$ cat src/rtl/seg_pkg.sv
// Shared definitions for the multiplexed seven-segment scanner:
// glyph table, segment bit positions and scan FSM state encoding.
package seg_pkg;

  // Segment bit positions inside the 8-bit seg bus {dp,g,f,e,d,c,b,a}
  localparam int SEG_A  = 0;
  localparam int SEG_B  = 1;
  localparam int SEG_C  = 2;
  localparam int SEG_D  = 3;
  localparam int SEG_E  = 4;
  localparam int SEG_F  = 5;
  localparam int SEG_G  = 6;
  localparam int SEG_DP = 7;

  // Hex glyphs as {g,f,e,d,c,b,a}, active-high; leftmost entry is index 15 (F)
  localparam logic [15:0][6:0] GLYPH_TABLE = {
    7'h71, 7'h79, 7'h5E, 7'h39, 7'h7C, 7'h77, 7'h6F, 7'h7F,
    7'h07, 7'h7D, 7'h6D, 7'h66, 7'h4F, 7'h5B, 7'h06, 7'h3F
  };

  // Scan FSM: a blanking gap followed by the drive window of the same slot
  typedef enum logic {
    ST_BLANK = 1'b0,
    ST_DRIVE = 1'b1
  } scan_state_t;

endpackage

$ cat src/rtl/seg_dec.sv
// Combinational hex nibble to seven-segment decoder (active-high a..g).
module seg_dec
  import seg_pkg::*;
(
  input  logic [3:0] i_hex,
  output logic [6:0] o_seg
);

  logic [6:0] w_glyph;

  assign w_glyph = GLYPH_TABLE[i_hex];

  // Route each glyph column to its named segment position
  assign o_seg[SEG_A] = w_glyph[SEG_A];
  assign o_seg[SEG_B] = w_glyph[SEG_B];
  assign o_seg[SEG_C] = w_glyph[SEG_C];
  assign o_seg[SEG_D] = w_glyph[SEG_D];
  assign o_seg[SEG_E] = w_glyph[SEG_E];
  assign o_seg[SEG_F] = w_glyph[SEG_F];
  assign o_seg[SEG_G] = w_glyph[SEG_G];

endmodule

$ cat src/rtl/seg_scan.sv
// Multiplexed seven-segment display scanner. Each digit slot is a short
// all-off blanking gap (anti-ghosting) followed by a drive window. Digit and
// segment outputs are registered together from the same slot index, so a
// digit is never lit with another digit's segment pattern.
module seg_scan
  import seg_pkg::*;
#(
  parameter int DIGITS      = 6,
  parameter int SCAN_DIV    = 100000,
  parameter int BLANK_CYC   = 1000,
  parameter int SEG_ACT_LOW = 0
) (
  input  logic              clk,
  input  logic              rst_n,
  input  logic              wr_en,
  input  logic [2:0]        wr_addr,
  input  logic [3:0]        wr_data,
  input  logic              wr_dp,
  input  logic              wr_blank,
  output logic [DIGITS-1:0] digit,
  output logic [7:0]        seg,
  output logic [2:0]        scan_idx
);

  localparam int CNT_MAX = (SCAN_DIV > BLANK_CYC) ? SCAN_DIV : BLANK_CYC;
  localparam int CNT_W   = $clog2(CNT_MAX);

  localparam logic [CNT_W-1:0]  BLANK_LAST = CNT_W'(BLANK_CYC - 1);
  localparam logic [CNT_W-1:0]  DRIVE_LAST = CNT_W'(SCAN_DIV - 1);
  localparam logic [2:0]        IDX_LAST   = 3'(DIGITS - 1);
  localparam logic              ACT_LOW    = (SEG_ACT_LOW != 0);
  localparam logic [DIGITS-1:0] DIG_OFF    = {DIGITS{ACT_LOW}};
  localparam logic [7:0]        SEG_OFF    = {8{ACT_LOW}};

  // Per-digit display contents
  logic [DIGITS-1:0][3:0] r_val;
  logic [DIGITS-1:0]      r_dp;
  logic [DIGITS-1:0]      r_blank;

  // Scan FSM state
  scan_state_t r_state;
  scan_state_t w_state_next;
  logic [CNT_W-1:0] r_cnt;
  logic [CNT_W-1:0] w_cnt_next;
  logic [2:0] r_scan_idx;
  logic [2:0] w_idx_next;

  // Output registers and their next values
  logic [DIGITS-1:0] r_digit;
  logic [DIGITS-1:0] w_digit_next;
  logic [7:0]        r_seg;
  logic [7:0]        w_seg_next;

  // Contents of the slot being scanned
  logic [3:0]        w_cur_val;
  logic              w_cur_dp;
  logic              w_cur_blank;
  logic [6:0]        w_dec;
  logic [DIGITS-1:0] w_onehot;

  // Digit register write port; addresses beyond DIGITS-1 match no slot
  always_ff @(posedge clk or negedge rst_n) begin
    if (!rst_n) begin
      r_val   <= '0;
      r_dp    <= '0;
      r_blank <= '0;
    end else begin
      for (int i = 0; i < DIGITS; i++) begin
        if (wr_en && (wr_addr == 3'(i))) begin
          r_val[i]   <= wr_data;
          r_dp[i]    <= wr_dp;
          r_blank[i] <= wr_blank;
        end
      end
    end
  end

  // Select the contents of the slot currently being scanned
  always_comb begin
    w_cur_val   = '0;
    w_cur_dp    = 1'b0;
    w_cur_blank = 1'b0;
    for (int i = 0; i < DIGITS; i++) begin
      if (r_scan_idx == 3'(i)) begin
        w_cur_val   = r_val[i];
        w_cur_dp    = r_dp[i];
        w_cur_blank = r_blank[i];
      end
    end
  end

  // Single decoder shared by all digits through the scan index
  seg_dec u_seg_dec (
    .i_hex (w_cur_val),
    .o_seg (w_dec)
  );

  assign w_onehot = DIGITS'(1) << r_scan_idx;

  // Scan FSM state register
  always_ff @(posedge clk or negedge rst_n) begin
    if (!rst_n) begin
      r_state    <= ST_BLANK;
      r_cnt      <= '0;
      r_scan_idx <= '0;
    end else begin
      r_state    <= w_state_next;
      r_cnt      <= w_cnt_next;
      r_scan_idx <= w_idx_next;
    end
  end

  // Next-state, counter, slot advance and next output values
  always_comb begin
    w_state_next = r_state;
    w_cnt_next   = r_cnt + 1'b1;
    w_idx_next   = r_scan_idx;
    w_digit_next = DIG_OFF;
    w_seg_next   = SEG_OFF;
    case (r_state)
      ST_BLANK: begin
        if (r_cnt == BLANK_LAST) begin
          w_state_next = ST_DRIVE;
          w_cnt_next   = '0;
        end
      end
      ST_DRIVE: begin
        w_seg_next[SEG_DP]      = w_cur_dp ^ ACT_LOW;
        w_seg_next[SEG_G:SEG_A] = w_dec ^ {7{ACT_LOW}};
        if (!w_cur_blank) begin
          w_digit_next = w_onehot ^ DIG_OFF;
        end
        if (r_cnt == DRIVE_LAST) begin
          w_state_next = ST_BLANK;
          w_cnt_next   = '0;
          w_idx_next   = (r_scan_idx == IDX_LAST) ? 3'd0 : r_scan_idx + 3'd1;
        end
      end
      default: begin
        w_state_next = ST_BLANK;
        w_cnt_next   = '0;
      end
    endcase
  end

  // Registered digit/segment drive; reset forces everything inactive at once
  always_ff @(posedge clk or negedge rst_n) begin
    if (!rst_n) begin
      r_digit <= DIG_OFF;
      r_seg   <= SEG_OFF;
    end else begin
      r_digit <= w_digit_next;
      r_seg   <= w_seg_next;
    end
  end

  assign digit    = r_digit;
  assign seg      = r_seg;
  assign scan_idx = r_scan_idx;

endmodule

$ cat config.mk
export PLATFORM = sky130hd
export DESIGN_NAME = seg_scan
export DESIGN_NICKNAME = d
export VERILOG_FILES = /design/src/rtl/seg_pkg.sv /design/src/rtl/seg_dec.sv /design/src/rtl/seg_scan.sv
export SDC_FILE = /design/constraint.sdc
export NUM_CORES = 1
export LEC_CHECK = 0
export ABC_AREA = 1
export CORE_UTILIZATION = 40
export CTS_CLUSTER_DIAMETER = 40
export DETAILED_ROUTE_END_ITERATION = 6
export PLACE_DENSITY = 0.55
export RECOVER_POWER = 50
export SYNTH_ARGS = -nofsm -noshare
export SYNTH_HDL_FRONTEND = slang
export SYNTH_SLANG_ARGS = --single-unit
$ cat constraint.sdc
create_clock -name clk -period 2.95 [get_ports clk]
set_input_delay 0.59 -clock clk [delete_from_list [all_inputs] [get_ports clk]]
set_output_delay 0.59 -clock clk [all_outputs]
set_load 0.1 [all_outputs]
==> results by group <==
Finish
  • Fraction of layout cells with a size suffix above 1: between 10 and 15%
  • Area growth from synthesis to layout: 17.2%
  • Antenna Cells: 0
  • Nets: 464
  • Final instance area: around 4000 um^2
  • Post-route core utilization: between 40% and 50%

Synth
  • Top-count cell post-synth: nand2_1
  • Synth Area per Inst: 8.37 um^2
  • Commonest cells in the netlist: 90 x nand2_1, 71 x dfrtp_1, 45 x o21ai_0, 42 x nor2_1, 41 x inv_1
  • YS warnings: 0
  • Largest family of logic cells by synthesized area: simple AND/OR/NAND/NOR gates
  • Top cell type's share of synthesized area: 51.4%
  • Cell area after synthesis: 3460 um^2
  • Post-synth EDFFs: 0
  • Register area share after synthesis: 51.4%
  • Post-Synth XOR/XNOR Area: 2.28%
  • Largest area contributor in the netlist: dfrtp_1
  • Synth Area in Adders: under 10%
  • Synth Area in Simple Gates: 26.1%
  • Post-synthesis compound-gate area fraction: 10.6%
  • Synth cell types: 29
  • Mapped Cells: 413
  • Synth Flop Type: dfrtp_1
  • Synthesized flop and latch total: 71
  • Ys async rst share: 100%
  • Main area contributors after synthesis: dfrtp_1 51%, nand2_1 9.8%, o21ai_0 6.5%
  • Post-synthesis mux area share: 0%
  • Synthesized net count: between 400 and 500

Drt
  • Routed WL per cell: 13.6 um
  • Pre-antenna DRT Iters: 6
  • Vias per cell: 4.95
  • 1st-iter DRT viols: 127
  • Drt drc: 0
  • DR vias: 2742
  • WL final: 7.55 mm
  • DRT antenna net count: 0

Clocking
  • Clock slew at reported path FFs: 70 ps
  • H-Tree Depth: 3
  • CTS tree: built
  • Num CTS Buffers: 9
  • Root buffer cell: clkbuf_8
  • Later-pin clock latency in the skew report: 340 ps
  • Max clock buf depth: 2
  • # hold bufs at CTS: 0
  • Post-CTS Setup Inserts: 0
  • Cells resized by post-CTS repair: 0
  • Clock net sink count: just over 70

Setup path
  • Crit path launch type: flop
  • Setup CP Type: reg -> reg
  • CP endpoint kind: flop
  • Worst EP required: 3220 ps
  • WP data arrival: 2780 ps
  • Max FO, Critical Path: 13

Global route
  • First-pass GRT wire length: roughly 13 mm
  • Largest net degree at the start of global routing: around 40
  • Grt total ovfl: 0
  • Vias in the first global route: between 2000 and 3000
  • Initial antenna violation count: 0
  • GRT Total Usage: 18.8%

Floorplanning
  • Ports: 29
  • Die height: roughly 95 um
  • Core box area: 8300 um^2
  • Die Wd: 95.0 um
  • Rows: 33
  • Starting density of the core: 41.6%
  • Die area: 9020 um^2

Placement
  • HPWL Detailed: ~5.7 mm
  • I/O Buffers: 28
  • Area post-placement: around 3800 um^2
  • Pre-CTS setup slack: 497 ps
  • GPL Wtd Cong: 0.898

Timing
  • RSZ-0062 raised after global routing: false
  • Endpoints failing setup: 0
  • Fin crit share: 85.1%
  • Final setup TNS: 0 ps
  • Worst-Margin Slew: 1780 ps
  • Max Slew Vio Count: 32
  • Final WS setup: 438 ps
  • Hold Fails Final Rpt: 0
  • Skew final: 8.54 ps
  • Post-route minimum period: 2510 ps
  • Fmax: 0.398 GHz
  • Slew HR: -18.9%

Pwr
  • Largest vdd supply drop: 0.272 mV
  • Leakage power: 1.96 nW
  • PwrDens: a little under 600 nW/um^2

Outcome
  • Violated checks: max-capacitance violations, max-slew violations
  • Status: finished, violations left

Min path
  • Hold Path Class: reg -> reg

Run
  • Max_cap viols: 1
## layout make-up
class | instances | area, um^2
sequential | 71 | 1780
multi-input combinational | 285 | 1450
clock inverter | 6 | 133
tap | 105 | 131
clock buffer | 10 | 128
inverter | 47 | 176
fill | 796 | 4250
timing repair buffer | 30 | 259
## kinds of logic after synthesis
family | after synthesis
simple gates | 199
flops | 71
compound gates | 69
buf+inv | 57
xor+xnor | 9
fa+ha+maj | 8
## layer usage
metal  GRT usage (%)  share of wire (%)  vias to the layer above  routed length, um
met5               0                  0                        -                  0
met4            8.71                2.6                        0                198
met3            3.46                3.1                       15                235
met2            28.7                 45                       51               3370
met1            25.9                 50                     1255               3740
li1                -                  -                     1421                  -
## per-stage QoR
step / total power, mW / hold WS, ps / instances
5_1_grt: 2.53 / 506 / 554
4_1_cts: 2.43 / 325 / 554
3_3_place_gp: 1.42 / 452 / 538
6_report: 2.40 / 468 / 554
3_5_place_dp: 1.42 / 459 / 538
2_1_floorplan: 1.31 / 294 / 413
## worst max-delay path, stage by stage (launching register included)
cell and delay (ps):
dfrtp_1 640, nand2_1 90, inv_1 70, ha_1 230
clkinv_1 250, nand2_1 130, nand2_1 70, a21oi_2 270
inv_1 130, ha_1 250, nand2_1 90, o21ai_0 90
a21oi_1 130
## placed cells by master, fill, tap and decap left out, types with 7 or more instances in the layout
master / Yosys / routed
nand3_1: 29 / 29
nand2_1: 90 / 90
a21oi_1: 17 / 17
clkdlybuf4s50_1: 0 / 9
inv_1: 41 / 41
buf_4: 0 / 18
o21ai_0: 45 / 45
xor2_1: 7 / 7
nor2_1: 42 / 42
dfrtp_1: 71 / 71
ha_1: 8 / 8
nand4_1: 12 / 12
nor3_1: 9 / 9
clkbuf_8: 0 / 9
## flip-flops by register name, summed over array words and instances (netlist names)
register,cells
r_dp,6
digit,6
r_cnt,17
r_val,24
r_blank,6
seg,8
scan_idx,3
r_state,1
## power by group
group	internal, mW	switching, mW
Sequential	1.07	0.0641
Combinational	0.103	0.170
Clock	0.646	0.353
## path summary, 6_finish.rpt
check,depth (start not counted),slack [ps],startpoint,end
max,12,440,scan_idx[0],seg[5]
min,1,470,r_cnt[0],r_cnt[0]
max reg2reg,12,440,scan_idx[0],seg[5]
min reg2reg,1,470,r_cnt[0],r_cnt[0]
max in group asynchronous,1,1200,rst_n,seg[4]
min in group asynchronous,1,720,rst_n,r_cnt[7]
Power figures use the tool's default switching activity.
